`config.mk`:
```
export PLATFORM = sky130hd
export DESIGN_NAME = vq_codebook_search_ctrl
export DESIGN_NICKNAME = d
export VERILOG_FILES = /design/src/rtl/vq_search_pkg.sv /design/src/rtl/vq_sqdiff_stage.sv /design/src/rtl/vq_codebook_search_ctrl.sv
export SDC_FILE = /design/constraint.sdc
export NUM_CORES = 1
export LEC_CHECK = 0
export ABC_AREA = 1
export BUFFER_PORTS_ARGS = -buffer_cell sky130_fd_sc_hd__buf_4
export CORE_UTILIZATION = 50
export CTS_BUF_LIST = sky130_fd_sc_hd__clkbuf_16
export CTS_CLUSTER_DIAMETER = 40
export DETAILED_ROUTE_END_ITERATION = 12
export GPL_ROUTABILITY_DRIVEN = 0
export PLACE_DENSITY = 0.74
export SLEW_MARGIN = 20
export SYNTH_ARGS = -nofsm -noshare
export SYNTH_HDL_FRONTEND = slang
export SYNTH_SLANG_ARGS = --single-unit
```
`constraint.sdc`:
```
create_clock -name clk -period 8.23 [get_ports clk]
set_clock_uncertainty 0.1 [all_clocks]
set_input_delay 1.2345 -clock clk [delete_from_list [all_inputs] [get_ports clk]]
set_output_delay 1.2345 -clock clk [all_outputs]
set_load 0.02 [all_outputs]
```
`src/rtl/vq_search_pkg.sv`:
```
// Shared widths, FSM state type and counter-width helper for the VQ codebook search controller.
package vq_search_pkg;

    localparam int DEF_ADDR_WIDTH = 8;
    localparam int DEF_DATA_WIDTH = 14;
    localparam int DEF_VEC_DIM    = 13;
    localparam int DEF_NUM_CW     = 16;
    localparam int DEF_ACC_WIDTH  = 2 * DEF_DATA_WIDTH + 2 + $clog2(DEF_VEC_DIM);

    typedef enum logic [2:0] {
        IDLE  = 3'd0,
        LOAD  = 3'd1,
        SCAN  = 3'd2,
        FLUSH = 3'd3,
        DONE  = 3'd4
    } vq_state_e;

    // A counter over n values needs at least one bit even when n == 1.
    function automatic int cnt_width(input int n);
        return (n <= 1) ? 1 : $clog2(n);
    endfunction

    localparam int DEF_DIM_W = cnt_width(DEF_VEC_DIM);
    localparam int DEF_CW_W  = cnt_width(DEF_NUM_CW);

endpackage

```
`src/rtl/vq_sqdiff_stage.sv`:
```
// First datapath stage: signed feature-minus-codeword difference, squared, with tag passthrough.
module vq_sqdiff_stage
    import vq_search_pkg::*;
#(
    parameter int DATA_WIDTH = DEF_DATA_WIDTH,
    parameter int CW_W       = DEF_CW_W
) (
    input  logic                         clk,
    input  logic                         rst,
    input  logic                         vld_i,
    input  logic                         first_i,
    input  logic                         last_i,
    input  logic        [CW_W-1:0]       cw_i,
    input  logic signed [DATA_WIDTH-1:0] feat_i,
    input  logic signed [DATA_WIDTH-1:0] rom_i,
    output logic                         vld_p1_o,
    output logic                         first_p1_o,
    output logic                         last_p1_o,
    output logic        [CW_W-1:0]       cw_p1_o,
    output logic        [2*DATA_WIDTH+1:0] sq_p1_o
);

    localparam int SQ_W = 2 * DATA_WIDTH + 2;

    function automatic logic [SQ_W-1:0] square(input logic signed [DATA_WIDTH:0] d);
        logic signed [SQ_W-1:0] dx;
        dx = {{(SQ_W-DATA_WIDTH-1){d[DATA_WIDTH]}}, d};
        return $unsigned(dx * dx);
    endfunction

    logic signed [DATA_WIDTH:0] diff_p0;
    logic                       vld_p1;
    logic                       first_p1;
    logic                       last_p1;
    logic        [CW_W-1:0]     cw_p1;
    logic        [SQ_W-1:0]     sq_p1;

    // One extra bit keeps the difference of two full-range samples exact.
    assign diff_p0 = {feat_i[DATA_WIDTH-1], feat_i} - {rom_i[DATA_WIDTH-1], rom_i};

    // ---- stage p0 -> p1 ----
    always_ff @(posedge clk) begin
        if (rst) begin
            vld_p1 <= 1'b0;
        end else begin
            vld_p1 <= vld_i;
        end
    end

    always_ff @(posedge clk) begin
        first_p1 <= first_i;
        last_p1  <= last_i;
        cw_p1    <= cw_i;
        sq_p1    <= square(diff_p0);
    end

    assign vld_p1_o   = vld_p1;
    assign first_p1_o = first_p1;
    assign last_p1_o  = last_p1;
    assign cw_p1_o    = cw_p1;
    assign sq_p1_o    = sq_p1;

endmodule

```
`src/rtl/vq_codebook_search_ctrl.sv`:
```
// Full-search nearest-codeword controller: loads one feature vector, walks the codebook ROM,
// and reports the index and squared-Euclidean distortion of the closest codeword.
module vq_codebook_search_ctrl
    import vq_search_pkg::*;
#(
    parameter int ADDR_WIDTH = DEF_ADDR_WIDTH,
    parameter int DATA_WIDTH = DEF_DATA_WIDTH,
    parameter int VEC_DIM    = DEF_VEC_DIM,
    parameter int NUM_CW     = DEF_NUM_CW,
    parameter int CW_BASE    = 0,
    parameter int ACC_WIDTH  = 2 * DATA_WIDTH + 2 + $clog2(VEC_DIM)
) (
    input  logic                             clk,
    input  logic                             rst,
    input  logic                             feat_valid,
    output logic                             feat_ready,
    input  logic signed [DATA_WIDTH-1:0]     feat_data,
    output logic        [ADDR_WIDTH-1:0]     rom_addr,
    input  logic signed [DATA_WIDTH-1:0]     rom_rd_data,
    output logic                             busy,
    output logic                             res_valid,
    output logic        [cnt_width(NUM_CW)-1:0] best_idx,
    output logic        [ACC_WIDTH-1:0]      best_dist
);

    localparam int DIM_W = cnt_width(VEC_DIM);
    localparam int CW_W  = cnt_width(NUM_CW);
    localparam int SQ_W  = 2 * DATA_WIDTH + 2;
    localparam int WORDS = NUM_CW * VEC_DIM;

    localparam logic [ADDR_WIDTH-1:0] BASE_ADDR   = ADDR_WIDTH'(CW_BASE);
    localparam logic [ADDR_WIDTH-1:0] PENULT_ADDR = ADDR_WIDTH'(CW_BASE + WORDS - 2);
    localparam logic [DIM_W-1:0]      DIM_LAST    = DIM_W'(VEC_DIM - 1);

    if (CW_BASE + WORDS > (1 << ADDR_WIDTH)) begin : g_bad_rom_range
        $error("codebook does not fit in the ROM address space");
    end
    if (WORDS < 2) begin : g_bad_words
        $error("codebook must hold at least two ROM words");
    end
    if (ACC_WIDTH < SQ_W + $clog2(VEC_DIM)) begin : g_bad_acc
        $error("ACC_WIDTH too narrow for worst-case distortion");
    end

    vq_state_e                   state_q;
    logic [DIM_W-1:0]            elem_cnt_q;
    logic [DIM_W-1:0]            dim_q;
    logic [CW_W-1:0]             cw_q;
    logic [ADDR_WIDTH-1:0]       rom_addr_q;
    logic                        flush_q;
    logic                        feat_ready_q;
    logic                        busy_q;
    logic                        res_valid_q;
    logic [CW_W-1:0]             best_idx_q;
    logic [ACC_WIDTH-1:0]        best_dist_q;
    logic signed [DATA_WIDTH-1:0] feat_mem [VEC_DIM];

    logic                        load_fire;
    logic                        dim_last;
    logic                        vld_p0;

    logic                        vld_p1;
    logic                        first_p1;
    logic                        last_p1;
    logic [CW_W-1:0]             cw_p1;
    logic [SQ_W-1:0]             sq_p1;

    logic [ACC_WIDTH-1:0]        acc_q;
    logic [ACC_WIDTH-1:0]        run_dist_q;
    logic [ACC_WIDTH-1:0]        run_dist_d;
    logic [CW_W-1:0]             run_idx_q;
    logic [CW_W-1:0]             run_idx_d;
    logic [ACC_WIDTH-1:0]        cand;
    logic                        take_best;

    assign load_fire = ((state_q == IDLE) || (state_q == LOAD)) && feat_valid && feat_ready_q;
    assign dim_last  = (dim_q == DIM_LAST);
    // The last ROM word is presented during the first FLUSH cycle, so stage p0 is still live there.
    assign vld_p0    = (state_q == SCAN) || ((state_q == FLUSH) && !flush_q);

    always_ff @(posedge clk) begin
        if (load_fire) begin
            feat_mem[elem_cnt_q] <= feat_data;
        end
    end

    always_ff @(posedge clk) begin
        if (rst) begin
            state_q      <= IDLE;
            elem_cnt_q   <= '0;
            dim_q        <= '0;
            cw_q         <= '0;
            rom_addr_q   <= BASE_ADDR;
            flush_q      <= 1'b0;
            feat_ready_q <= 1'b1;
            busy_q       <= 1'b0;
            res_valid_q  <= 1'b0;
            best_idx_q   <= '0;
            best_dist_q  <= '0;
        end else begin
            res_valid_q <= 1'b0;
            case (state_q)
                IDLE, LOAD: begin
                    if (load_fire) begin
                        if (elem_cnt_q == DIM_LAST) begin
                            elem_cnt_q   <= '0;
                            state_q      <= SCAN;
                            feat_ready_q <= 1'b0;
                            busy_q       <= 1'b1;
                        end else begin
                            elem_cnt_q <= elem_cnt_q + 1'b1;
                            state_q    <= LOAD;
                        end
                    end
                end
                SCAN: begin
                    if (dim_last) begin
                        dim_q <= '0;
                        cw_q  <= cw_q + 1'b1;
                    end else begin
                        dim_q <= dim_q + 1'b1;
                    end
                    rom_addr_q <= rom_addr_q + 1'b1;
                    if (rom_addr_q == PENULT_ADDR) begin
                        state_q <= FLUSH;
                        flush_q <= 1'b0;
                    end
                end
                FLUSH: begin
                    if (!flush_q) begin
                        flush_q <= 1'b1;
                        dim_q   <= '0;
                        cw_q    <= '0;
                    end else begin
                        flush_q     <= 1'b0;
                        state_q     <= DONE;
                        busy_q      <= 1'b0;
                        res_valid_q <= 1'b1;
                        best_idx_q  <= run_idx_d;
                        best_dist_q <= run_dist_d;
                    end
                end
                DONE: begin
                    state_q      <= IDLE;
                    feat_ready_q <= 1'b1;
                    rom_addr_q   <= BASE_ADDR;
                end
                default: begin
                    state_q <= IDLE;
                end
            endcase
        end
    end

    // ---- stage p0 -> p1 ----
    vq_sqdiff_stage #(
        .DATA_WIDTH (DATA_WIDTH),
        .CW_W       (CW_W)
    ) u_sqdiff (
        .clk        (clk),
        .rst        (rst),
        .vld_i      (vld_p0),
        .first_i    (dim_q == '0),
        .last_i     (dim_last),
        .cw_i       (cw_q),
        .feat_i     (feat_mem[dim_q]),
        .rom_i      (rom_rd_data),
        .vld_p1_o   (vld_p1),
        .first_p1_o (first_p1),
        .last_p1_o  (last_p1),
        .cw_p1_o    (cw_p1),
        .sq_p1_o    (sq_p1)
    );

    // Strict less-than keeps the lowest index on ties; codeword 0 always seeds the search.
    always_comb begin
        cand       = (first_p1 ? '0 : acc_q) + ACC_WIDTH'(sq_p1);
        take_best  = vld_p1 && last_p1 && ((cw_p1 == '0) || (cand < run_dist_q));
        run_dist_d = take_best ? cand  : run_dist_q;
        run_idx_d  = take_best ? cw_p1 : run_idx_q;
    end

    // ---- stage p1 -> p2 ----
    always_ff @(posedge clk) begin
        if (rst) begin
            acc_q      <= '0;
            run_dist_q <= '0;
            run_idx_q  <= '0;
        end else begin
            if (vld_p1) begin
                acc_q <= cand;
            end
            run_dist_q <= run_dist_d;
            run_idx_q  <= run_idx_d;
        end
    end

    assign feat_ready = feat_ready_q;
    assign rom_addr   = rom_addr_q;
    assign busy       = busy_q;
    assign res_valid  = res_valid_q;
    assign best_idx   = best_idx_q;
    assign best_dist  = best_dist_q;

endmodule

```
==> summary.md, run 1 <==
Yosys printed 0 warnings. In this run the worst hold path is classified as flip-flop to flip-flop. The cell area after technology mapping is 0.0259 mm^2, and the chip width is 229 um. Once the floorplan was initialized, standard cells occupied 50.5% of the core. Summed over all layers, the global routing overflow is 0.

Setup violations remaining at the end of the flow were counted as 0. The synthesized design devotes to its leading area cell type 21.1% of total area. Once detail routing completed, the nets flagged for antenna violations numbered 0. The final route contains 20000 vias. The final-report max-slew violation count is 0, and the number of hold violations in the final report is 0. Across the whole layout, storage elements account for 0.00901 mm^2.

For the count of boundary I/O pins, the log shows 80. The synthesized design spends more area on one cell type than any other, namely edfxtp_1. The tools report the routing usage on met2 as 39.7%.

Master of the slowest instance on the critical path: fa_1. The final critical-path share of the clock period is 96.5%. The placed instances occupy a cell area of 0.0275 mm^2.

Capturing element type of the critical path: a flip-flop. The post-synthesis sequential element count is 359. STA classifies the critical path startpoint as a flip-flop. In the global route stage, met1 resource usage came out at 29.7%. The number of placed instances with taps included came out at 3804.

For the buffer levels on the longest clock path, the log shows 3. The most common cell in the synthesized netlist is inv_1. CTS built an H-tree with a depth of 2.

The global router's overall resource usage came out at 23.2%. The count of buffers added on input and output ports is 79. The most frequently used flop master after synthesis is edfxtp_1. Data on the critical path is required at its endpoint by 8550 ps. The logs give 57 for the number of different library cells in the post-synthesis netlist and 3.37% for the met3 usage in global routing.

The total area inside the core boundary comes to 0.0512 mm^2. Summed over all layers, the routed wires come to 60.7 mm. By count the netlist is led by 655 x inv_1, 593 x nand2_1, 247 x nor2_1. After layout, the worst setup slack is 292 ps. The global-route wire length before repair came out at 98.3 mm. Static timing analysis puts the maximum clock frequency at 0.126 GHz. The per-instance average area after synthesis is 8.44 um^2. The setup path with the least slack is of type flip-flop to flip-flop. Row generation in the floorplan step produced 83 rows.

After clock tree synthesis, the clock-pin slew on the worst setup and hold paths is 60 ps. The flow ran to the end, and the final reports show no timing, DRC or antenna violations. After global routing, the most crowded layer is met2. OpenSTA, run right after detailed placement, puts the worst setup slack at -4.91 ps. The HPWL after detailed placement is 45.3 mm, and the average wire per standard cell is 15.6 um. From synthesis to final layout, the design area changed by 12.8%.

The transition at the pin with the smallest max-transition slack is 1130 ps. The die covers 0.0527 mm^2. The logs give 8260 ps for the arrival time of the worst setup path and 0 for the initial antenna violation count.

The vertical extent of the die was 229 um. Across the run, the number of max-cap violations was 0. For the CTS buffer count, the log shows 40. Sorting the synthesized cells by area gives the leading types as edfxtp_1 21%, fa_1 15%, dfxtp_1 14%. For this block, the initial DRC count from the detailed router was 1452. Measured against its own limit, the worst slew margin works out to 24.6%. The tools report the number of global-route vias before repair as 19700. The number of enable-type register cells in the synthesized netlist was 182; the footprint of the multi-input gates was 0.0143 mm^2. Setup repair after global routing could not meet its margin everywhere. Of all flip-flops after synthesis, the portion carrying an async set or reset was 0%.

Once layout is complete, the cells apart from fillers number 3889. Synthesis produced a netlist with a net count of 3466. The repair_antennas step left the layout with diodes totalling 0. Clock tree synthesis selected as its root buffer the cell clkbuf_16. The logs give 3065 for the number of instances in the synthesized netlist and 0.0292 mm^2 for the post-route standard cell area excluding fillers. Before antenna repair, the detailed router went through 7 iterations.

The number of vias per cell after detailed routing was 5.14. Broken down by cell family, the worst path's largest delay share belongs to adder cells. Entering global routing, the biggest net connects 77 pins.

The most numerous cell type found on the critical path is fa_1. The final-layout fill cell count is 4467. TritonCTS built the clock tree. Of all nets on the critical path, the largest fanout is 29.

After synthesis, flip-flops and latches occupy 34.8% of the total area. The net count of the finished layout is 3578. CTS saw 359 sinks. The post-route netlist has 10.8% of its cells at a drive strength greater than 1. The run gives 0 as the number of design rule violations left after detail routing.

For the final routed database, the setup TNS stands at 0 ps. The clock reaches the later pin of the worst-skew pair after 540 ps. The final critical path time including I/O delays and setup was 7940 ps. On the worst path, the slowest cell contributes a delay of 550 ps. The number of buffers and inverters on the critical path is 7.
## sequential cells by signal (all words and copies together) (netlist names), 8 cells and up, named ones only
| name | flops |
|---|---|
| feat_mem | 182 |
| acc_q | 34 |
| best_dist | 34 |
| run_dist_q | 34 |
| u_sqdiff.sq_p1_o | 29 |
| rom_addr | 8 |
## area by class of cell
class / instances / area share (%)
Clock inverter: 33 / 0.840
Clock buffer: 41 / 3.51
Tap cell: 680 / 2.91
Timing Repair Buffer: 146 / 4.15
Multi-Input combinational cell: 1962 / 49.1
Sequential cell: 359 / 30.9
Inverter: 668 / 8.66
## per-layer routing
metal / part of all wire (%) / vias up
li1: - / 9849
met1: 42 / 9462
met2: 48 / 579
met3: 5.9 / 112
met4: 3.4 / 0
met5: 0 / -
## kinds of logic after synthesis
kind of cell,after synthesis,synth area share [%]
adder cells (fa/ha/maj),370,23.6
flip-flops,359,34.8
XOR/XNOR,60,2.16
AO/OA/AOI/OAI,385,8.12
buffers and inverters,744,11.1
AND/OR/NAND/NOR,1105,18.6
multiplexers,42,1.62
## metrics by stage
step                util (%)  hold WS [ps]
finish                  57.0           271
global route            57.0           279
CTS                     56.3           270
detailed placement      53.8           260
global placement        53.8           258
floorplan                  -           249
## worst register-to-register path, delay by kind of cell (launching register included)
kind | cells | cell delay [ps]
AO/OA/AOI/OAI | 5 | 730
AND/OR/NAND/NOR | 8 | 1150
XOR/XNOR | 2 | 440
multiplexers | 1 | 250
buffers and inverters | 7 | 830
adder cells (fa/ha/maj) | 8 | 3900
flip-flops | 1 | 410
## what timing repair did
item / CTS / global route
endpoints found under the setup margin: 1 / 16
gates cloned: 0 / 0
resized for setup: 1 / 78
setup buffers: 0 / 10
hold buffers: 0 / 0
pin swaps: 0 / 16
## final timing paths
| path | to | startpoint | depth (start not counted) | slack [ps] |
|---|---|---|---|---|
| worst max-delay path | u_sqdiff.sq_p1_o[29]$_DFF_P_ | flip-flop | 31 | 290 |
| worst min-delay path | u_sqdiff.cw_p1_o[3]$_DFF_P_ | cw_q[3]$_SDFFE_PP0P_ | 0 | 270 |
| worst max register to register | u_sqdiff.sq_p1_o[29]$_DFF_P_ | flip-flop | 31 | 290 |
| worst min register to register | u_sqdiff.cw_p1_o[3]$_DFF_P_ | cw_q[3]$_SDFFE_PP0P_ | 0 | 270 |
## cell usage in the layout, fill, tap and decap left out, types with 6 or more instances in the layout
master	instances
inv_1	660
nand2_1	588
nor2_1	237
fa_1	190
edfxtp_1	182
dfxtp_1	175
ha_1	164
a21oi_1	157
o21ai_0	136
buf_4	135
nand3_1	122
xor2_1	42
mux2i_1	42
clkbuf_16	41
o211ai_1	24
nand3b_1	20
nor3_1	20
nor2_2	17
nand4_1	16
nand2_4	16
nand3_2	16
xnor2_1	14
o21bai_1	14
o21ai_1	14
nor3_2	11
a21o_1	11
nor2_4	11
inv_2	10
nand2_2	10
inv_6	9
a21oi_2	8
o22ai_1	8
clkinv_1	6
nor3_4	6
ha_2	6
clkinv_2	6
Power of run 1 is not shown: default switching activity piles up to over one toggle a cycle in this logic, so the estimate is an artifact.
==> inputs of run 2 (changes only) <==
- MAX_ROUTING_LAYER: unset -> met4
==> run 2 against run 1 <==
Maximum frequency barely moved. Worst hold slack improved by 0.64 ps. Non-clock buffer count rose by 4. Register-to-register slack barely moved. First-iteration DRC count fell by 7.1%. Die area did not move. Count of clock-buffer cells in the layout did not move. Largest cell class unchanged.
==> summary.md, run 2 (synthesis results as in run 1) <==
The run gives 0 as the number of design rule violations left after detail routing. Counting stages on the worst path, the most repeated cell is fa_1. The count of clock tree sinks was 359; the flip-flop count of the largest register, all copies and words added was 182.

The number of vias per cell after detailed routing is 5.15, and the initial standard-cell utilization of the core is 50.5%. TritonCTS created 40 clock buffers. The repair_antennas step left the layout with diodes totalling 0.

The tools report the clock tree root driver cell as clkbuf_16. The total negative slack was 0 ps; the buffer levels on the longest clock path was 3. The tools report the arrival time of the worst setup path as 8320 ps.

The tools report the final-report max-slew violation count as 0. Initial antenna violation count: 0. The top cell types in the final layout, fill and taps aside, are 659 x inv_1, 588 x nand2_1, 236 x nor2_1. The clock-pin transition on the worst setup and hold timing paths is 60 ps. Port buffering added 79 buffers. Total number of vias: 20000. The number of global-route vias before repair came out at 19700. The floorplan step defined a die boundary enclosing 0.0527 mm^2. The final critical path takes up 96.5% of the cycle. STA classifies the critical path endpoint as a flip-flop.

The die is 229 um tall. The number of detailed-routing iterations run before antenna repair is 7, and the chip width is 229 um. The logs give 2 for the number of H-tree levels and 0 for the count of antenna-violating nets left after detailed routing.

The clock reaches the later pin of the worst-skew pair after 540 ps. The run finished with clean final reports. The master of the slowest instance on the critical path is fa_1.

Data on the critical path is required at its endpoint by 8600 ps. The row count came out at 83. The biggest fanout along the worst timing path was 29.

The transition at the pin with the smallest max-transition slack works out to 1120 ps. Setup violations remaining at the end of the flow were counted as 0. feat_mem holds more flip-flops than any other register.

The worst pin sits at a relative slew slack of 25.2%. For this run, the post-layout net count is 3582. For the worst slack at placement, the log shows -4.91 ps. The logs give 77 for the largest net degree at the start of global routing and 1349 for the violation count after the first detailed-routing iteration.

The number of hold violations in the final report was 0; the global-route wire length before repair was 98.3 mm. Cells with a size suffix above 1 make up 11.4% of the layout. Average wire per standard cell: 15.7 um.

The largest single stage delay on the critical path is 550 ps. The library cell used most frequently in the layout, excluding fill and tap cells, is inv_1. The core region is 0.0512 mm^2. Global routing finished with a remaining overflow of 0.

The aggregate routed wire length was 61.0 mm; the count of boundary I/O pins was 80. Detailed placement finished with a half-perimeter wire length of 45.3 mm. The highest clock frequency the design can meet was 0.126 GHz. Once routing completed, OpenROAD measured the worst setup slack at 288 ps.

From synthesis to final layout, the design area changed by 13.3%. TritonCTS built the clock tree. Critical setup path kind: flip-flop to flip-flop. The final critical path time including I/O delays and setup was 7940 ps. Cells fill 57.3% of the core in the end. The worst setup path is launched from a flip-flop.

Max-cap violations in this run came to 0. The run gives 23.9% as the global router's overall resource usage. The tightest min-delay check is of the flip-flop to flip-flop type.
run 2: cell types whose count changed in the layout (fill, tap and decap cells not counted), sizes merged:
cell / change
buf: +3
clkbuf: +1
run 2: what timing repair did:
action                                  CTS  global route
pin swaps                                 0            17
cloned                                    0             1
gates resized for setup                   1            93
setup buffers                             0            13
hold buffers                              0             0
endpoints found under the setup margin    1            16
run 2: area by class of cell:
type	count	area, um^2
timing repair buffer	150	1250
inverter	668	2530
clock buffer	41	1030
clock inverter	33	245
fill	4452	21900
sequential	359	9010
multi-input combinational	1962	14400
tap	680	851
run 2: worst paths after layout:
check | start | end | slack (ps) | cells after the start
worst max-delay path | flip-flop | u_sqdiff.sq_p1_o[29]$_DFF_P_ | 290 | 29
worst min register to register | cw_q[3]$_SDFFE_PP0P_ | u_sqdiff.cw_p1_o[3]$_DFF_P_ | 270 | 0
worst min-delay path | cw_q[3]$_SDFFE_PP0P_ | u_sqdiff.cw_p1_o[3]$_DFF_P_ | 270 | 0
worst max register to register | flip-flop | u_sqdiff.sq_p1_o[29]$_DFF_P_ | 290 | 29
run 2: routing by layer:
metal | track usage, % | vias to the layer above | part of all wire [%]
met2 | 39.8 | 581 | 48
li1 | - | 9862 | -
met1 | 29.7 | 9483 | 43
met5 | - | - | 0
met4 | 8.25 | 0 | 3.6
met3 | 3.27 | 115 | 5.5
run 2: worst max-delay path: cells and delay by family, from the launching register on:
family / cells / cell delay [ps]
buffers and inverters: 6 / 740
AND/OR/NAND/NOR: 10 / 1780
multiplexers: 1 / 240
AO/OA/AOI/OAI: 2 / 190
adder cells (fa/ha/maj): 8 / 3920
XOR/XNOR: 2 / 440
flip-flops: 1 / 410
run 2: through the flow:
stage | hold slack, ps | cells | instance area (um^2)
after global routing | 279 | 3893 | 29300
final | 271 | 3893 | 29300
after detailed placement | 260 | 3804 | 27500
after floorplan | 249 | 3065 | 25900
after CTS | 270 | 3878 | 28800
after global placement | 258 | 3804 | 27500
Power of run 2 is left out for the same reason.
==> inputs of run 3 (changes only) <==
- PLACE_DENSITY: 0.74 -> 0.71
- clock period: 8.23 -> 9.2 ns (I/O delays scaled with it)
==> run 3 against run 2 <==
Via count up 0.60%. Sequential share of layout area increased by 0.57 points. Final cell count decreased by 0.92%. Maximum frequency fell by 7.9%. Critical endpoint is now u_sqdiff.sq_p1_o[24]$_DFF_P_. Worst setup slack improved by 290 ps. Global-route usage increased by 1.1 points. Non-clock buffer count decreased by 37. Highest routed layer unchanged. Register-to-register slack better by 290 ps. Worst hold slack barely moved. Core utilization fell by 1.0 points. Final area is 1.8% lower. Die area did not move.
==> summary.md, run 3 (synthesis results as in run 1) <==
After detailed routing, the number of remaining DRC violations is 0. The number of vias per cell after detailed routing came out at 5.23. Once detailed placement completed, the half-perimeter wirelength came to 46.9 mm. The transition at the pin with the smallest max-transition slack works out to 1120 ps. The delay of the slowest critical-path stage works out to 600 ps. The flow ran to the end, and the final reports show no timing, DRC or antenna violations.

The layout has 4544 filler cells. The tools report the buffer levels on the longest clock path as 3. From bottom edge to top edge, the die measures 229 um. The clock period could shrink to 8620 ps. The count of antenna-violating nets left after detailed routing is 0, and the number of detailed-routing iterations run before antenna repair is 5.

The tools report the count of boundary I/O pins as 80. The tools report the required time of the critical path as 9570 ps. STA classifies the critical path endpoint as a flip-flop.

The arrival time of the worst setup path came out at 8990 ps. In the final timing run, aggregate negative setup slack is 0 ps. Cell depth of the worst hold path: 0.

The share of the core filled with cells in the final layout came out at 56.2%. Max-cap violations in this run came to 0. The number of nets in the layout is 3546, and the chip width is 229 um. The number of global-route vias before repair is 20500.

The global-route wire length before repair is 103 mm, and the biggest fanout along the worst timing path is 30. Insertion delay to the later sink of the worst-skew pair: 560 ps. The count of input and output buffers is 79. The tightest min-delay check is of the flip-flop to flip-flop type.

The average wire per standard cell came out at 16.3 um. Leaving out fill and tap cells, the most frequent cell in the layout is inv_1. The worst setup path is launched from a flip-flop. 0 antenna diodes ended up in the layout. Hold timing on the final database bottoms out at a slack of 271 ps. The clock-pin transition on the worst setup and hold timing paths was 60 ps. Global routing used 24.9% of the available tracks across all layers. Flip-flop count of the largest register, all copies and words added: 182. The fraction of final layout cells with drive strength greater than 1 is 8.34%, and the final-report max-slew violation count is 0. The first routing iteration left 1509 violations.

The top cell types in the final layout, fill and taps aside, are 662 x inv_1, 593 x nand2_1, 245 x nor2_1. The master of the slowest instance on the critical path is fa_1. Clock tree synthesis found a total of 359 sinks. Summed over all layers, the global routing overflow is 0. The final layout contains routed wiring with a total length of 62.9 mm. Clock tree synthesis inserted a total of 41 buffers. Entering global routing, the biggest net connects 77 pins. The run gives 2 as the number of H-tree levels. Setup repair after global routing left no endpoint under its margin.

The highest clock frequency the design can meet came out at 0.116 GHz. The setup path with the least slack is of type flip-flop to flip-flop. In this run the clock root is driven by a clkbuf_16. The run gives 0 as the number of hold violations in the final report. The initial standard-cell utilization of the core came out at 50.5%. The depth of the worst register-to-register path is 33, and the final count of negative-setup-slack endpoints is 0. Of the available clock period, the critical path in the final layout requires 93.7%.

In this run, post-CTS hold repair placed 0 buffers. feat_mem holds more flip-flops than any other register. The floorplan step defined a core boundary enclosing 0.0512 mm^2.

The row count is 83, and the layout overhead on the synthesized area is 11.3%. The logs give 0.0527 mm^2 for the die footprint and 0 for the initial antenna violation count. TritonCTS built the clock tree. For this block, the via count after detailed routing is 20200.

Measured against its own limit, the worst slew margin works out to 25.0%.
run 3: changes by cell type in the layout (fill, tap and decap cells not counted), sizes merged:
cell / change
buf: -36
bufinv: +4
clkinv: -4
clkinvlp: +1
inv: -1
run 3: cell type report:
type	count	area, um^2	area share, %
flip-flops and latches	359	9010	31.3
clock inverters	33	353	1.23
clock buffers	42	1050	3.65
repair buffers	113	888	3.09
well taps	680	851	2.96
inverters	668	2520	8.75
multi-input cells	1962	14100	49.0
run 3: worst max-delay path: cells and delay by family (launching register included):
family          cells  cell delay, ps
buf+inv             7            1130
flops               1             530
mux                 1             250
xor+xnor            1             130
fa+ha+maj           8            3970
compound gates      6            1080
simple gates       10            1340
run 3: per-stage QoR:
step | setup WS [ps] | instance area (um^2) | cells
after detailed placement | 282 | 27300 | 3779
final | 580 | 28800 | 3857
after global placement | 649 | 27300 | 3779
after CTS | 238 | 28700 | 3854
after global routing | 38.6 | 28800 | 3857
after floorplan | 982 | 25900 | 3065
run 3: path summary, 6_finish.rpt:
| check | from | to | slack (ps) |
|---|---|---|---|
| setup / recovery | flip-flop | u_sqdiff.sq_p1_o[24]$_DFF_P_ | 580 |
| hold / removal | cw_q[3]$_SDFFE_PP0P_ | u_sqdiff.cw_p1_o[3]$_DFF_P_ | 270 |
| setup reg to reg | flip-flop | u_sqdiff.sq_p1_o[24]$_DFF_P_ | 580 |
| hold reg to reg | cw_q[3]$_SDFFE_PP0P_ | u_sqdiff.cw_p1_o[3]$_DFF_P_ | 270 |
run 3: per-layer routing:
layer	GRT usage (%)	vias to the layer above	wire length, um
met5	-	-	0
met3	3.13	127	3830
met2	42.4	631	30800
met4	7.58	0	1830
met1	31.0	9618	26500
li1	-	9786	-
run 3: timing repair:
action	in CTS	in global routing
setup buffers	0	2
resized for setup	0	2
endpoints found under the setup margin	0	10
Power of run 3 is left out for the same reason.
